<file path="src/rtl/sd_dfc_relay_pkg.sv">
// Elaboration-time helpers shared by the DFC relay and its storage block.
package sd_dfc_relay_pkg;

    // Pointer width for an array of the given entry count (at least one bit).
    function automatic int ptr_width(input int entries);
        return (entries > 1) ? $clog2(entries) : 1;
    endfunction

    // Occupancy at which upstream must be told to stop so the in-flight words still fit.
    function automatic int high_water(input int entries, input int lat);
        return entries - lat;
    endfunction

endpackage

</file>
<file path="src/rtl/sd_dfc_relay_mem.sv">
// Register-array word store: synchronous write, asynchronous read, no reset on contents.
module sd_dfc_relay_mem
    import sd_dfc_relay_pkg::*;
#(
    parameter int width  = 8,
    parameter int depth  = 32,
    parameter int addr_w = 5
) (
    input  logic              clk,
    input  logic              we,
    input  logic [addr_w-1:0] waddr,
    input  logic [width-1:0]  wdata,
    input  logic [addr_w-1:0] raddr,
    output logic [width-1:0]  rdata
);

    logic [width-1:0] mem_q [depth];

    always_ff @(posedge clk) begin
        if (we) begin
            mem_q[waddr] <= wdata;
        end
    end

    // Read is combinational so the head word can be registered onto p_data in the launch cycle.
    assign rdata = mem_q[raddr];

endmodule

</file>
<file path="src/rtl/sd_dfc_relay.sv">
// DFC mid-link relay: skid FIFO terminating the upstream segment, registered re-launch downstream.
module sd_dfc_relay
    import sd_dfc_relay_pkg::*;
#(
    parameter int width    = 8,
    parameter int depth    = 32,
    parameter int rt_lat   = 16,
    parameter int usage_sz = $clog2(depth + 1)
) (
    input  logic                clk,
    input  logic                rst,
    input  logic                c_vld,
    input  logic [width-1:0]    c_data,
    output logic                c_fc_n,
    output logic                p_vld,
    output logic [width-1:0]    p_data,
    input  logic                p_fc_n,
    output logic [usage_sz-1:0] usage,
    output logic                overflow
);

    localparam int PTR_W = ptr_width(depth);
    localparam int HWM   = high_water(depth, rt_lat);

    localparam logic [usage_sz-1:0] DEPTH_U  = usage_sz'(depth);
    localparam logic [usage_sz-1:0] HWM_U    = usage_sz'(HWM);
    localparam logic [PTR_W-1:0]    LAST_PTR = PTR_W'(depth - 1);

    if (depth <= rt_lat) begin : g_depth_check
        $error("sd_dfc_relay: depth (%0d) must exceed rt_lat (%0d)", depth, rt_lat);
    end

    if (depth < 2) begin : g_min_depth_check
        $error("sd_dfc_relay: depth (%0d) must be at least 2", depth);
    end

    logic [PTR_W-1:0]    wptr_q, wptr_d;
    logic [PTR_W-1:0]    rptr_q, rptr_d;
    logic [usage_sz-1:0] usage_q, usage_d;
    logic                c_fc_n_q, c_fc_n_d;
    logic                p_vld_q, p_vld_d;
    logic [width-1:0]    p_data_q, p_data_d;
    logic                overflow_q, overflow_d;
    logic [width-1:0]    head;
    logic                launch;
    logic                write;

    sd_dfc_relay_mem #(
        .width  (width),
        .depth  (depth),
        .addr_w (PTR_W)
    ) u_mem (
        .clk   (clk),
        .we    (write),
        .waddr (wptr_q),
        .wdata (c_data),
        .raddr (rptr_q),
        .rdata (head)
    );

    always_comb begin
        // p_fc_n is already registered by the downstream receiver, so it gates launch directly.
        launch = (usage_q != '0) && p_fc_n;
        // A word arriving at full still fits when the head leaves on the same edge.
        write  = c_vld && ((usage_q < DEPTH_U) || launch);

        usage_d = usage_q + usage_sz'(write) - usage_sz'(launch);

        wptr_d = wptr_q;
        if (write) begin
            wptr_d = (wptr_q == LAST_PTR) ? '0 : wptr_q + PTR_W'(1);
        end

        rptr_d = rptr_q;
        if (launch) begin
            rptr_d = (rptr_q == LAST_PTR) ? '0 : rptr_q + PTR_W'(1);
        end

        p_vld_d    = launch;
        p_data_d   = launch ? head : p_data_q;
        overflow_d = overflow_q | (c_vld & ~write);
        c_fc_n_d   = (usage_d < HWM_U);
    end

    always_ff @(posedge clk or negedge rst) begin
        if (!rst) begin
            wptr_q     <= '0;
            rptr_q     <= '0;
            usage_q    <= '0;
            c_fc_n_q   <= 1'b0;
            p_vld_q    <= 1'b0;
            p_data_q   <= '0;
            overflow_q <= 1'b0;
        end else begin
            wptr_q     <= wptr_d;
            rptr_q     <= rptr_d;
            usage_q    <= usage_d;
            c_fc_n_q   <= c_fc_n_d;
            p_vld_q    <= p_vld_d;
            p_data_q   <= p_data_d;
            overflow_q <= overflow_d;
        end
    end

    assign c_fc_n   = c_fc_n_q;
    assign p_vld    = p_vld_q;
    assign p_data   = p_data_q;
    assign usage    = usage_q;
    assign overflow = overflow_q;

endmodule

</file>
<file path="config.mk">
export PLATFORM = sky130hd
export DESIGN_NAME = sd_dfc_relay
export DESIGN_NICKNAME = d
export VERILOG_FILES = /design/src/rtl/sd_dfc_relay_pkg.sv /design/src/rtl/sd_dfc_relay_mem.sv /design/src/rtl/sd_dfc_relay.sv
export SDC_FILE = /design/constraint.sdc
export NUM_CORES = 1
export LEC_CHECK = 0
export CAP_MARGIN = 25
export CORE_MARGIN = 10
export CORE_UTILIZATION = 55
export DETAILED_ROUTE_END_ITERATION = 16
export GPL_TIMING_DRIVEN = 1
export MAX_ROUTING_LAYER = met4
export PLACE_DENSITY = 0.75
export SYNTH_ARGS = -nofsm -noshare
export SYNTH_HDL_FRONTEND = slang
export SYNTH_SLANG_ARGS = --single-unit
</file>
<file path="constraint.sdc">
create_clock -name clk -period 3.1 [get_ports clk]
set_input_delay 0.465 -clock clk [delete_from_list [all_inputs] [get_ports clk]]
set_output_delay 0.465 -clock clk [all_outputs]
set_load 0.03 [all_outputs]
</file>
After elaboration in Yosys (flattened, before gate mapping)
Memories as Yosys holds them, arrays and structs flattened. A register that Yosys moved wholly into a read port is not among the register bits.
Index checks and enable logic that the tools add are counted.
{ "word_totals": {"ff_bits": 19, "ramBits": 256, "input_bits": 12, "elab_cells": 27, "n_memories": 1} }
{ "classes": {"add_sub_neg": 4, "magnitude_cmp": 2, "eq_ne": 2, "mux": 4, "n_bitwise": 3, "n_reduce_logical": 5} }
{ "memory_table": {"columns": ["name", "depth", "width", "read_ports", "rd_ports_with_merged_regs", "wr", "line", "rtl"], "rows": [
  ["u_mem.mem_q", 32, 8, 1, 1, 1, "sd_dfc_relay_mem.sv:17", "logic [width-1:0] mem_q [depth];"]
]} }
{ "ops": {"columns": ["cell", "n"], "rows": [
  ["adder 5 x 1 -> 5 bit, second input constant", 2],
  ["== test 5 bit, second input constant", 2],
  ["2-to-1 mux 5 bit", 2],
  ["adder 6 x 1 -> 6 bit", 1],
  ["less-than comparator 6 x 5 -> 1 bit, second input constant", 1],
  ["less-than comparator 6 bit, second input constant", 1],
  ["nonzero test 6 bit", 1],
  ["subtractor 6 x 1 -> 6 bit", 1],
  ["logical AND 1 bit", 2],
  ["2-to-1 mux 1 bit", 2],
  ["bitwise AND 1 bit", 1],
  ["zero test 1 bit", 1],
  ["logical OR 1 bit", 1],
  ["NOT 1 bit", 1],
  ["bitwise OR 1 bit", 1]
]} }

Longest topological paths before layout
Gate-level depths: netlist of the first run.
{ "depth": {"depth_word": 7, "depth_mapped": 15} }

Modules after synthesis
A second synthesis of the first run with hierarchy kept.
{ "hier_totals": {"hier_cells": 540, "area_unflattened_um2": 11235.8} }
{ "by_module_without_submodules": {"columns": ["module", "instances", "cells_each", "area_per_inst_um2", "seq_area_each_um2"], "rows": [
  ["sd_dfc_relay_mem", 1, 409, 9893.2, 7687.4],
  ["sd_dfc_relay", 1, 131, 1342.5, 675.6]
]} }

Worst setup path after synthesis of the first run
OpenSTA, ideal clock, no wires.
{ "synth_timing": {"kind": "reg2reg", "start": "register usage_q[2] (netlist: usage[2])", "end": "register c_fc_n_q (netlist: c_fc_n)", "arrival_ns": 3.261, "path_slack_ns": -0.286, "stages_incl_launch_ff": 16, "cell_sequence": "dfrtp_1 > inv_1 > ha_1 > nand2_1 > o31ai_2 > a21boi_1 > inv_1 > ha_1 > inv_1 > ha_1 > fa_1 > a21oi_1 > o21bai_1 > xor2_1 > nor2b_1 > mux2_2"} }
{ "synth_via": {"elab_chain_cells": 7} }
{ "synth_rtl": {"columns": ["element", "line", "rtl"], "rows": [
  ["start, declared", "sd_dfc_relay.sv:39", "logic [usage_sz-1:0] usage_q, usage_d;"],
  ["start signal, assigned", "sd_dfc_relay.sv:97", "usage_q <= usage_d;"],
  ["branches (longest 5 deep; another with less-than comparator 6 bit)", null, null],
  ["subtractor 6 x 1 -> 6 bit (*)", "sd_dfc_relay.sv:67", "usage_d = usage_q + usage_sz'(write) - usage_sz'(launch);"],
  ["named net usage_d[4]", "sd_dfc_relay.sv:39", null],
  ["less-than comparator 6 x 5 -> 1 bit (*)", "sd_dfc_relay.sv:82", "c_fc_n_d = (usage_d < HWM_U);"],
  ["named net c_fc_n_d", "sd_dfc_relay.sv:40", "logic c_fc_n_q, c_fc_n_d;"],
  ["end signal, assigned", "sd_dfc_relay.sv:98", "c_fc_n_q <= c_fc_n_d;"],
  ["end, declared", "sd_dfc_relay.sv:40", null]
]} }
Mark *: on every way through the listed nets, which the timed path passes.
A chain may end at the register's enable or synchronous reset.

Worst setup path after layout of the first run
{ "layout_timing": {"start": "register usage_q[5] (netlist: usage[5])", "end": "register c_fc_n_q (netlist: c_fc_n)"} }
{ "layout_via": {"elab_chain_cells": 7} }
{ "layout_rtl": {"columns": ["element", "line", "rtl"], "rows": [
  ["nonzero test 6 bit (*)", "sd_dfc_relay.sv:63", "launch = (usage_q != '0) && p_fc_n;"],
  ["logical AND 1 bit (*)", "sd_dfc_relay.sv:63", null],
  ["named net launch", "sd_dfc_relay.sv:45", "logic launch;"],
  ["logical OR 1 bit", "sd_dfc_relay.sv:65", "write = c_vld && ((usage_q < DEPTH_U) || launch);"],
  ["logical AND 1 bit", "sd_dfc_relay.sv:65", null],
  ["adder 6 x 1 -> 6 bit", "sd_dfc_relay.sv:67", null],
  ["subtractor 6 x 1 -> 6 bit (*)", "sd_dfc_relay.sv:67", null],
  ["named net usage_d[4]", "sd_dfc_relay.sv:39", null],
  ["less-than comparator 6 x 5 -> 1 bit (*)", "sd_dfc_relay.sv:82", null],
  ["named net c_fc_n_d", "sd_dfc_relay.sv:40", null]
]} }
The timed path passes the listed nets; every way through them passes the cells marked *.

==> impl_metrics.json, run 1 <==
{
  "status": "completed",
  "wl_per_cell_um": 22.4,
  "setup_tns_ns": 0,
  "coreArea_um2": 20900,
  "p_seq_share_pct": 42.8,
  "die_height_um": 165,
  "worst_pin_slew_ns": 0.867,
  "cts_buffers": 28,
  "root_buffer": "clkbuf_16",
  "synthFlopType": "edfxtp_1",
  "setup.worst_path.end_class": "flip-flop",
  "synth_top_area_share_pct": 66.4,
  "yosys_warnings": 0,
  "cp_max_fo": 4,
  "cts_tree": "built",
  "drt_first_pass_iters": 5,
  "io_buffers": 28,
  "dpl.hpwl_um": 14700,
  "clk_pin_slew_ns": 0.06,
  "grt_pass1_vias": 6361,
  "antenna_found_initial": 0,
  "timing.fmax_mhz": 341,
  "gr-max-usage-layer": "met2",
  "synth.area.top_cells": "edfxtp_1 (66%), mux2i_1 (11%), dfrtp_1 (5.8%), a22oi_1 (2.1%), ha_1 (1.6%)",
  "viasPerCell": 5.88,
  "avgSynthCellArea_um2": 16.9,
  "synth_seq_cells": 283,
  "power.switching_w": 0.00358,
  "slew_viol_final": 0,
  "synth_cell_types": 42,
  "io-pin-count": 29,
  "dieArea_um2": 27200,
  "worstPathArrival_ns": 3.35,
  "setup_viol": 0,
  "wl_um": 23600,
  "p_sw_share_pct": 31.8,
  "antenna_left": 0,
  "num_antenna_cells": 0,
  "overflow": 0,
  "critPathLaunchType": "flip-flop",
  "syn-num-nets": 713,
  "met1_usage_pct": 23.8,
  "timing.hold.ws_ns": 0.269,
  "yosysSeqAreaShare_pct": 72.3,
  "max-cap-violations": 0,
  "clk_latency_ns": 0.54,
  "async_reset_ff_share_pct": 9.54,
  "clkSinkCount": 283,
  "routabilityCongestion": 0.859,
  "clockBufferDepth": 3,
  "p_int_w": 0.00765,
  "combPwrFrac_pct": 29.0,
  "met3_usage_pct": 2.43,
  "synth_most_common_cell": "edfxtp_1",
  "synth_edf_count": 256,
  "std_cell_rows": 53,
  "area.growth.synth_to_final_pct": 14.5,
  "synth_area_um2": 11600,
  "peakVddDrop_mv": 0.618,
  "track_usage_pct": 18.0,
  "cts_setup_buffers": 0,
  "initial_core_util_pct": 55.4,
  "vias": 6206,
  "postLayoutCoreUtil_pct": 63.4,
  "grt_pass1_wl_um": 36500,
  "drc": 0,
  "crit_type": "reg2reg",
  "required_ns": 3.52,
  "use_met2_pct": 28.1,
  "period_needed_ns": 2.93,
  "clock_power_share_pct": 28.2,
  "fin_total_pwr_w": 0.0112,
  "drive_gt1_share_pct": 16.5,
  "fin_skew_ns": 0.0199,
  "synthTopCellsByCount": "edfxtp_1 (256), mux2i_1 (128), nor2_1 (38)",
  "relSlewSlack_pct": 41.9,
  "dieWidth_um": 165,
  "post-route-period-util_pct": 94.5,
  "grt_max_degree": 68,
  "pwr_density_cell_nw_per_um2": 847,
  "drtIter0Drc": 482,
  "hold_violations": 0,
  "leakage_nw": 4.75,
  "yosysTopAreaCell": "edfxtp_1",
  "nets": 788,
  "h-tree-depth": 1,
  "netlist_instances": 685,
  "r2r_cells": 14,
  "rsz0062_at_grt": "no",
  "hp-class": "in2async"
}
layout by cell type, fill, tap and decap left out, types with 2 or more instances in the layout:
cell,netlist,final
a21o_1,2,2
a21oi_1,21,20
a221oi_1,4,4
a221oi_2,12,12
a22o_1,16,16
a22oi_1,32,32
and2_1,2,2
and3_1,2,2
buf_4,4,52
bufinv_16,0,2
clkbuf_1,10,8
clkbuf_16,0,28
clkdlybuf4s50_1,0,28
clkinv_1,0,6
clkinv_2,0,4
dfrtp_1,27,22
dfrtp_2,0,4
edfxtp_1,256,256
ha_1,15,14
inv_1,11,8
inv_2,0,3
mux2i_1,128,128
nand2_1,29,29
nand2b_1,4,4
nand3_1,2,2
nand3b_1,4,4
nor2_1,38,37
nor2b_2,0,2
nor3_1,2,2
o21ai_0,7,7
o21bai_1,2,2
o22ai_1,8,8
o41ai_1,2,2
o41ai_2,6,6
or3b_2,2,2
xor2_1,4,4
flip-flops by register name, summed over array words and instances, names as in the netlist:
name / cells
wptr_q: 5
p_data: 8
usage: 6
c_fc_n: 1
rptr_q: 5
p_vld: 1
u_mem.mem_q: 256
overflow: 1
metrics by stage:
| step | area [um^2] | setup slack [ns] | instances |
|---|---|---|---|
| floorplan | 11600 | 0.0251 | 685 |
| global placement | 12400 | 0.0728 | 1005 |
| detailed placement | 12400 | -0.0438 | 1005 |
| CTS | 13300 | 0.0839 | 1055 |
| global route | 13300 | 0.0285 | 1055 |
| finish | 13300 | 0.172 | 1055 |
routing by layer:
layer / part of all wire, % / wire [um]
met5: 0 / 0
met4: 3.2 / 767
met3: 5.5 / 1290
met2: 48 / 11400
met1: 43 / 10200
power groups by stage:
stage / sequential (W) / combinational, W / clock [W]
4_1_cts: 0.00480 / 0.00327 / 0.00322
3_5_place_dp: 0.00487 / 0.00325 / 0
2_1_floorplan: 0.00490 / 0.00221 / 0
6_report: 0.00480 / 0.00326 / 0.00317
5_1_grt: 0.00483 / 0.00349 / 0.00338
3_3_place_gp: 0.00485 / 0.00314 / 0
kinds of logic (layout without fill, tap and decap cells):
logic type | count (synthesis) | in the layout | synth area share, %
compound gates | 115 | 115 | 8.29
flops | 283 | 283 | 72.3
buf+inv | 47 | 142 | 2.64
xor+xnor | 4 | 4 | 0.303
mux | 129 | 129 | 11.2
simple gates | 91 | 91 | 3.55
fa+ha+maj | 16 | 16 | 1.79
final timing paths:
check / from / to / slack [ns]
max: usage[5] / c_fc_n / 0.17
min: rst / p_vld / 0.27
min reg2reg: overflow / overflow / 0.49
max in group asynchronous: rst / rptr_q[0] / 2.19
min in group clk: overflow / overflow / 0.49
max reg2reg: usage[5] / c_fc_n / 0.17
cell type report:
type | count | area, um^2
tap | 275 | 344
multi-input combinational | 355 | 2940
fill | 1462 | 7640
clock buffer | 37 | 744
timing repair buffer | 81 | 691
sequential | 283 | 8370
inverter | 11 | 41.3
clock inverter | 13 | 119
worst max-delay path, cell delays in order (launching register included):
cell and delay, ns:
dfrtp_2 0.44, inv_1 0.06, ha_1 0.14, nand2_1 0.09, o31ai_4 0.32, inv_2 0.10, ha_1 0.29, inv_1 0.04
ha_2 0.17, fa_2 0.37, a21oi_2 0.13, o21bai_1 0.08, xor2_1 0.25, nor2b_1 0.08, mux2_2 0.26
what timing repair did:
| action | 4_1_cts | 5_1_grt |
|---|---|---|
| resized for setup | 0 | 0 |
| endpoints found under the setup margin | 0 | 1 |
| hold endpoints to repair | 0 | 0 |
| hold buffers | 0 | 0 |
No activity file was read; power rests on OpenSTA's default activity.
==> run 2, diff against run 1 <==
- SLEW_MARGIN: not set -> 10
==> results of run 2 <==
No change in the layout: final DEF, timing and power equal those of run 1.
